==> config.mk <==
export PLATFORM = sky130hd
export DESIGN_NAME = fp8_accumulator
export DESIGN_NICKNAME = d
export VERILOG_FILES = /design/src/rtl/fp8_accumulator.sv
export SDC_FILE = /design/constraint.sdc
export NUM_CORES = 1
export LEC_CHECK = 0
export ABC_AREA = 1
export ABC_CLOCK_PERIOD_IN_PS = 6700
export BUFFER_PORTS_ARGS = -buffer_cell sky130_fd_sc_hd__buf_2
export CORE_UTILIZATION = 40
export DETAILED_ROUTE_END_ITERATION = 8
export PLACE_DENSITY = 0.61
export RECOVER_POWER = 100
export SYNTH_ARGS = -nofsm -noshare
export SYNTH_HDL_FRONTEND = slang
export SYNTH_SLANG_ARGS = --single-unit
==> constraint.sdc <==
create_clock -name clk -period 6.7 [get_ports clk]
set_input_delay 1.34 -clock clk [delete_from_list [all_inputs] [get_ports clk]]
set_output_delay 1.34 -clock clk [all_outputs]
set_load 0.1 [all_outputs]
==> src/rtl/fp8_accumulator.sv <==
`timescale 1ns/1ps
`default_nettype none
// ============================================================================
// Module   : fp8_accumulator
// Brief    : Sequential E4M3 (bias 7) accumulator with valid/ready streaming
//            input and a held output handshake carrying the final stream sum.
//            Define FP8_ACC_ROUND_EN for round-to-nearest-even normalization;
//            otherwise results truncate.
// Revision : 1.0 - initial release
// ============================================================================
module fp8_accumulator (
    input  logic       clk,
    input  logic       rst,
    input  logic [7:0] in_data,
    input  logic       in_valid,
    input  logic       in_last,
    output logic       in_ready,
    output logic [7:0] out_data,
    output logic       out_valid,
    input  logic       out_ready
);

    localparam logic [2:0] c_IDLE  = 3'd0;
    localparam logic [2:0] c_ALIGN = 3'd1;
    localparam logic [2:0] c_ADD   = 3'd2;
    localparam logic [2:0] c_NORM  = 3'd3;
    localparam logic [2:0] c_DONE  = 3'd4;

`ifdef FP8_ACC_ROUND_EN
    localparam logic c_ROUND_EN = 1'b1;
`else
    localparam logic c_ROUND_EN = 1'b0;
`endif

    logic [2:0] r_state;
    logic [2:0] w_next_state;
    logic [7:0] r_acc;
    logic [7:0] r_b;
    logic       r_last;
    logic [6:0] r_sig_a;
    logic [6:0] r_sig_b;
    logic [3:0] r_exp;
    logic       r_sign;
    logic       r_sub;
    logic       r_sticky;
    logic [7:0] r_sum;

    logic              w_acc_larger;
    logic [7:0]        w_lg;
    logic [7:0]        w_sm;
    logic [6:0]        w_sig_lg;
    logic [6:0]        w_sig_sm;
    logic [3:0]        w_d;
    logic [6:0]        w_sig_sh;
    logic [6:0]        w_mask;
    logic              w_stk_align;
    logic [2:0]        w_lz;
    logic [5:0]        w_norm;
    logic              w_stk;
    logic signed [5:0] w_exp_base;
    logic signed [5:0] w_exp_n;
    logic signed [5:0] w_exp_r;
    logic              w_up;
    logic [3:0]        w_mant_inc;
    logic [7:0]        w_result;

    always_ff @(posedge clk) begin
        if (rst) r_state <= c_IDLE;
        else     r_state <= w_next_state;
    end

    always_comb begin
        w_next_state = r_state;
        case (r_state)
            c_IDLE:  if (in_valid) w_next_state = c_ALIGN;
            c_ALIGN: w_next_state = c_ADD;
            c_ADD:   w_next_state = c_NORM;
            c_NORM:  w_next_state = r_last ? c_DONE : c_IDLE;
            c_DONE:  if (out_ready) w_next_state = c_IDLE;
            default: w_next_state = c_IDLE;
        endcase
    end

    // Ready is held low while rst is asserted so the reset cycle never advertises space.
    assign in_ready  = (r_state == c_IDLE) && !rst;
    assign out_valid = (r_state == c_DONE);
    assign out_data  = (r_state == c_DONE) ? r_acc : 8'h00;

    // Magnitude order on {exp,mant}; ties keep the accumulator as the larger operand.
    always_comb begin
        w_acc_larger = (r_acc[6:0] >= r_b[6:0]);
        w_lg         = w_acc_larger ? r_acc : r_b;
        w_sm         = w_acc_larger ? r_b : r_acc;
        w_sig_lg     = (w_lg[6:3] != 4'd0) ? {1'b1, w_lg[2:0], 3'b000} : 7'd0;
        w_sig_sm     = (w_sm[6:3] != 4'd0) ? {1'b1, w_sm[2:0], 3'b000} : 7'd0;
        w_d          = w_lg[6:3] - w_sm[6:3];
        w_sig_sh     = w_sig_sm >> w_d;
        w_mask       = ~(7'h7F << w_d);
        w_stk_align  = |(w_sig_sm & w_mask);
    end

    always_comb begin
        w_lz = 3'd0;
        casez (r_sum[6:0])
            7'b1??????: w_lz = 3'd0;
            7'b01?????: w_lz = 3'd1;
            7'b001????: w_lz = 3'd2;
            7'b0001???: w_lz = 3'd3;
            7'b00001??: w_lz = 3'd4;
            7'b000001?: w_lz = 3'd5;
            7'b0000001: w_lz = 3'd6;
            default:    w_lz = 3'd0;
        endcase
    end

    // Only the six bits below the hidden one are needed after normalization.
    always_comb begin
        w_exp_base = $signed({2'b00, r_exp});
        if (r_sum[7]) begin
            w_norm  = r_sum[6:1];
            w_stk   = r_sticky | r_sum[0];
            w_exp_n = w_exp_base + 6'sd1;
        end else begin
            w_norm  = r_sum[5:0] << w_lz;
            w_stk   = r_sticky;
            w_exp_n = w_exp_base - $signed({3'b000, w_lz});
        end
        w_up       = c_ROUND_EN & w_norm[2] & ((|w_norm[1:0]) | w_stk | w_norm[3]);
        w_mant_inc = {1'b0, w_norm[5:3]} + {3'b000, w_up};
        w_exp_r    = w_exp_n + $signed({5'b00000, w_mant_inc[3]});
        if (r_sum == 8'd0)          w_result = 8'h00;
        else if (w_exp_r > 6'sd15)  w_result = {r_sign, 7'h7F};
        else if (w_exp_r < 6'sd1)   w_result = 8'h00;
        else                        w_result = {r_sign, w_exp_r[3:0], w_mant_inc[2:0]};
    end

    always_ff @(posedge clk) begin
        if (rst) begin
            r_acc    <= 8'h00;
            r_b      <= 8'h00;
            r_last   <= 1'b0;
            r_sig_a  <= 7'd0;
            r_sig_b  <= 7'd0;
            r_exp    <= 4'd0;
            r_sign   <= 1'b0;
            r_sub    <= 1'b0;
            r_sticky <= 1'b0;
            r_sum    <= 8'd0;
        end else begin
            case (r_state)
                c_IDLE: begin
                    if (in_valid) begin
                        r_b    <= in_data;
                        r_last <= in_last;
                    end
                end
                c_ALIGN: begin
                    r_sig_a  <= w_sig_lg;
                    r_sig_b  <= w_sig_sh;
                    r_exp    <= w_lg[6:3];
                    r_sign   <= w_lg[7];
                    r_sub    <= w_lg[7] ^ w_sm[7];
                    r_sticky <= w_stk_align;
                end
                c_ADD: begin
                    r_sum <= r_sub ? {1'b0, r_sig_a - r_sig_b}
                                   : {1'b0, r_sig_a} + {1'b0, r_sig_b};
                end
                c_NORM: r_acc <= w_result;
                c_DONE: if (out_ready) r_acc <= 8'h00;
                default: ;
            endcase
        end
    end

endmodule
`default_nettype wire
==> flow_metrics.tcl, run 1 <==
set metrics [dict create \
    core_sq_um 7770 \
    reg2reg_to "r_sig_b[2]$_SDFFE_PP0P_" \
    dieArea_sq_um 8430 \
    post_cts_resize_count 0 \
    min_period_ns 4.32 \
    synth_simple_gate_area_share_pct 30.7 \
    rsz0062_at_grt "false" \
    ys_ff_latch 45 \
    grt_antenna_before_repair 0 \
    hold_path.class "flip-flop to flip-flop" \
    synthesis.area_sq_um 3230 \
    synth.mux.area_fraction_pct 0.310 \
    postCtsHoldBufs 0 \
    grt_usage_pct 19.1 \
    io_pins 23 \
    worstMarginPinSlew_ns 1.28 \
    yosysUniqueCellTypes 35 \
    cts_tree "built" \
    final_common_cell "nand2_1" \
    slew_headroom_pct 14.7 \
    port_buffers 22 \
    fin_ws_ns 2.38 \
    num_rows 32 \
    timing.hold.worst_endpoint "r_last$_SDFFE_PP0P_" \
    root_buffer "clkbuf_8" \
    worstPathMaxFanout 29 \
    r2r_start "r_acc[5]$_SDFFE_PP0P_" \
    crit_chain "clkbuf_1, nor2_1, clkbuf_1" \
    finalCritPeriodShare_pct 64.5 \
    end_kind "output pin" \
    required_ns 5.36 \
    drv_slew 0 \
    finClkSkew_ns 0.00756 \
    clk_pin_slew_ns 0.08 \
    dp_hpwl_um 5990 \
    hold_path_depth 2 \
    dr.pass1.iters 4 \
    h-tree-depth 2 \
    avgSynthCellArea_sq_um 6.50 \
    synth_top_family_by_area "simple AND/OR/NAND/NOR gates" \
    cts_sinks 45 \
    nets 548 \
    numCtsBuffers 5 \
    die_h_um 91.8 \
    setup_violations 0 \
    max_stage_delay_ns 0.88 \
    peakVddDrop_v 0.0000783 \
    drive_above_1_share_pct 7.78 \
    place_congestion 0.860 \
    final_cell_mix "nand2_1, inv_1, a21oi_1, dfxtp_1, o21ai_0" \
    yosys_warnings 0 \
    reg2reg_slack_ns 2.80 \
    hold_start "r_last$_SDFFE_PP0P_" \
    grt_overflow 0 \
    synth_xor_area_share_pct 1.90 \
    grt_pass1_vias 2747 \
    drc 0 \
    grt_first_pass_wirelength_um 12900 \
    clk_latency_ns 0.30 \
    wl_per_cell_um 12.6 \
    critPathTopFamily "buffers and inverters" \
    cts_setup_buffers 0 \
    start_kind "input port" \
    powerDensity_nw_per_um2 227 \
    antenna_cells 0 \
    crit_path_top_delay_cell "clkbuf_1" \
    via_per_inst 4.93 \
    seq_area_frac_synth_pct 27.9 \
    drt_wl_total_um 7750 \
    synth_compound_area_share_pct 17.9 \
    hold_viol 0 \
    syn_nets 532 \
    synth_cells 497 \
    critPathBufInv 2 \
    r2r_cells 16 \
    ant_nets 0 \
    p_leak_uw 0.00159 \
    cap_violations 0 \
    tns_ns 0 \
    synthAdderAreaFrac_pct 8.99 \
    grt_max_degree 30 \
    fmax_ghz 0.231 \
    area_delta_synth_final_pct 5.97 \
    start_util_pct 41.6 \
    crit_arrival_ns 2.98 \
    crit_top_cell "clkbuf_1" \
    fp.dieW_um 91.8 \
    place_ws_ns 3.11 \
    crit_type "input port to output pin" \
    drt_iter0_markers 116 \
    cts_buffer_depth 2 \
    vias 3038 \
    status "finished clean" \
]
[report_power, final]
group | switching (uW) | internal [uW] | total [uW]
registers | 17.2 | 288 | 305
clock network | 93.0 | 73.9 | 167
logic | 207 | 98.7 | 306
total | 318 | 460 | 778
[layout make-up]
type,instances,area (sq um)
timing repair buffer,23,104
clock inverter,1,7.51
fill,824,4350
multi-input combinational,354,1890
sequential,45,901
clock buffer,7,76.3
inverter,84,315
tap,102,128
[how the worst max path moves through the flow]
stage	cells past startpoint	startpoint	end	slack (ns)
CTS	3	rst	in_ready	3.11
global route	3	rst	in_ready	2.28
floorplan	4	r_state[2]$_SDFFE_PP0P_	out_data[0]	0.60
global placement	3	rst	in_ready	3.12
detailed placement	3	rst	in_ready	3.11
finish	3	rst	in_ready	2.38
[routing by layer]
layer	wire length, um	global-route usage (%)
met5	0	0
met4	131	5.86
met3	268	2.24
met2	3450	31.0
met1	3900	26.7
[synth_stat cells (all sizes together)]
cell	instances	area, sq um
nand2	119	502
inv	83	312
a21oi	52	279
o21ai	47	250
dfxtp	45	901
nand3	44	240
nor2	43	171
ha	20	250
clkbuf	9	33.8
nand4	6	37.5
xor2	6	52.6
buf	5	50.0
nor3	4	20.0
fa	2	40.0
o21bai	2	15.0
or2	2	12.5
a211o	1	8.76
clkinv	1	3.75
mux2i	1	10.0
nor4	1	6.26
o211ai	1	7.51
o221ai	1	8.76
o31ai	1	7.51
xnor2	1	8.76
[worst register-to-register path, cell delays in order (launching register included)]
cell      delay (ns)
dfxtp_1         0.46
ha_1            0.33
nand2_1         0.13
clkinv_1        0.07
a21oi_1         0.69
nand2_1         0.69
nand2_2         0.18
nand2_1         0.11
nand2_1         0.12
ha_1            0.32
inv_1           0.19
nand3_1         0.12
nand2_1         0.07
inv_1           0.04
nor2_1          0.10
nand2_1         0.08
a21oi_1         0.12
[cells by family after synthesis]
kind of cell	Yosys count
adder cells (fa/ha/maj)	22
AO/OA/AOI/OAI	105
buffers and inverters	98
flip-flops	45
AND/OR/NAND/NOR	219
multiplexers	1
XOR/XNOR	7
[registers in the layout, summed over array words and instances, names as in the netlist]
signal and flops:
r_last 1, r_sum 8, r_b 8, r_acc 8, r_sig_a 4, r_state 3
r_sub 1, r_sign 1, r_sig_b 7, r_exp 4
[through the flow]
step	total power (uW)	hold WS (ns)	cells	util, %	cell area [sq um]
6_report	778	0.452	616	44.0	3420
5_1_grt	841	0.472	616	44.0	3420
4_1_cts	788	0.453	616	44.7	3470
3_5_place_dp	621	0.440	608	43.6	3390
3_3_place_gp	617	0.437	608	43.6	3390
2_1_floorplan	566	0.424	497	-	3230
Power figures use the tool's default switching activity.
==> run 2, diff against run 1 <==
--- a/config.mk
+++ b/config.mk
@@ -6,11 +6,11 @@
 export NUM_CORES = 1
 export LEC_CHECK = 0
 export ABC_AREA = 1
-export ABC_CLOCK_PERIOD_IN_PS = 6700
+export ABC_CLOCK_PERIOD_IN_PS = 3800
 export BUFFER_PORTS_ARGS = -buffer_cell sky130_fd_sc_hd__buf_2
 export CORE_UTILIZATION = 40
 export DETAILED_ROUTE_END_ITERATION = 8
-export PLACE_DENSITY = 0.61
+export PLACE_DENSITY = 0.63
 export RECOVER_POWER = 100
 export SYNTH_ARGS = -nofsm -noshare
 export SYNTH_HDL_FRONTEND = slang
==> constraint.sdc (replaced) <==
create_clock -name clk -period 3.8 [get_ports clk]
set_input_delay 0.76 -clock clk [delete_from_list [all_inputs] [get_ports clk]]
set_output_delay 0.76 -clock clk [all_outputs]
set_load 0.1 [all_outputs]
==> flow_metrics.tcl, run 2 (synthesis results as in run 1) <==
set metrics [dict create \
    status "finished clean" \
    h-tree-depth 2 \
    cts_buffer_depth 2 \
    grt_pass1_vias 2748 \
    cts_sinks 45 \
    root_buffer "clkbuf_8" \
    vias 3057 \
    p_clk_share_pct 21.0 \
    drv_slew 0 \
    combPwrFrac_pct 39.4 \
    grt_first_pass_wirelength_um 13100 \
    core_sq_um 7770 \
    drive_above_1_share_pct 10.3 \
    setup_violations 0 \
    drc 0 \
    seqPwrFrac_pct 39.6 \
    crit_chain "inv_1, nor3_4, clkinv_1, nor2_2, clkbuf_1" \
    nets 549 \
    final_common_cell "nand2_1" \
    required_ns 3.04 \
    min_period_ns 3.17 \
    worstMarginPinSlew_ns 1.29 \
    drt_iter0_markers 173 \
    die_h_um 91.8 \
    sw_frac_of_total_pct 40.7 \
    io_pins 23 \
    dieArea_sq_um 8430 \
    port_buffers 22 \
    critPathTopFamily "buffers and inverters" \
    final_cell_mix "nand2_1, inv_1, a21oi_1, dfxtp_1, o21ai_0" \
    post_cts_resize_count 0 \
    clk_pin_slew_ns 0.08 \
    p_sw_uw 555 \
    crit_arrival_ns 2.41 \
    biggestRegsByFlops "r_acc x8, r_b x8, r_sum x8" \
    rsz0062_at_grt "false" \
    num_rows 32 \
    drt_wl_total_um 7960 \
    crit_type "flip-flop to output pin" \
    ant_nets 0 \
    finalCritPeriodShare_pct 83.5 \
    start_kind "flip-flop" \
    cap_violations 0 \
    end_kind "output pin" \
    dp_hpwl_um 6260 \
    powerDensity_nw_per_um2 393 \
    fp.dieW_um 91.8 \
    numCtsBuffers 5 \
    crit_path_top_delay_cell "clkbuf_1" \
    area_delta_synth_final_pct 7.64 \
    clk_latency_ns 0.30 \
    grt_antenna_before_repair 0 \
    grt_overflow 0 \
    fmax_ghz 0.315 \
    finClkSkew_ns 0.00773 \
    via_per_inst 4.95 \
    worst_hold_slack_ns 0.477 \
    wl_per_cell_um 12.9 \
    grt_usage_pct 19.5 \
    postCtsHoldBufs 0 \
    cts_tree "built" \
    cts_setup_buffers 0 \
    peakVddDrop_v 0.000194 \
    tns_ns 0 \
    internal_power_uw 810 \
    antenna_cells 0 \
    start_util_pct 41.6 \
    slew_headroom_pct 13.8 \
    critPathBufInv 3 \
    max_stage_delay_ns 0.88 \
    place_congestion 0.879 \
    dr.pass1.iters 4 \
    p_leak_uw 0.00160 \
    worstPathMaxFanout 9 \
    grt_max_degree 29 \
    hold_path.class "flip-flop to flip-flop" \
    hold_viol 0 \
]
run 2: changes by cell type in the layout (fill, tap and decap cells not counted), sizes merged:
cell and delta:
clkinv +1, inv +1, clkinvlp -1
run 2: tightest hold or removal path: cells and delay by family, from the launching register on:
kind / cells / cell delay, ns
AOI/OAI and AO/OA: 1 / 0.06
DFF: 1 / 0.32
and+or+nand+nor: 1 / 0.06
run 2: path summary, 6_finish.rpt:
path         slack, ns                     from                      end  cells past startpoint
max               0.63  r_state[2]$_SDFFE_PP0P_              out_data[4]                      5
min reg2reg       0.48  r_sig_b[1]$_SDFFE_PP0P_  r_sig_b[1]$_SDFFE_PP0P_                      2
max reg2reg       0.79      r_b[5]$_SDFFE_PP0P_  r_sig_b[2]$_SDFFE_PP0P_                     17
min               0.48  r_sig_b[1]$_SDFFE_PP0P_  r_sig_b[1]$_SDFFE_PP0P_                      2
run 2: layer usage:
metal / vias up / GRT usage, % / wire length [um]
li1: 1629 / - / -
met1: 1369 / 27.4 / 3990
met2: 48 / 30.9 / 3570
met3: 11 / 2.74 / 260
met4: 0 / 5.86 / 142
met5: - / 0 / 0
run 2: power groups by stage:
stage	sequential [uW]	combinational [uW]	clock, uW
3_5_place_dp	551	544	0
3_3_place_gp	550	534	0
6_report	540	538	287
2_1_floorplan	540	460	0
4_1_cts	540	547	298
5_1_grt	546	614	313
run 2: cell type report:
cell class | count | area [sq um]
fill | 848 | 4290
timing repair buffer | 24 | 108
multi-input combinational | 354 | 1940
sequential | 45 | 901
tap | 102 | 128
inverter | 84 | 315
clock buffer | 6 | 72.6
clock inverter | 2 | 10.0
run 2: stage by stage:
stage,util (%),total power (uW),std cells,area [sq um],setup slack [ns]
final,44.7,1360,617,3470,0.627
after floorplan,-,999,497,3260,0.359
after detailed placement,44.1,1090,609,3430,1.00
after global routing,44.7,1470,617,3470,0.425
after global placement,44.1,1080,609,3430,1.05
after CTS,45.2,1380,617,3510,0.963
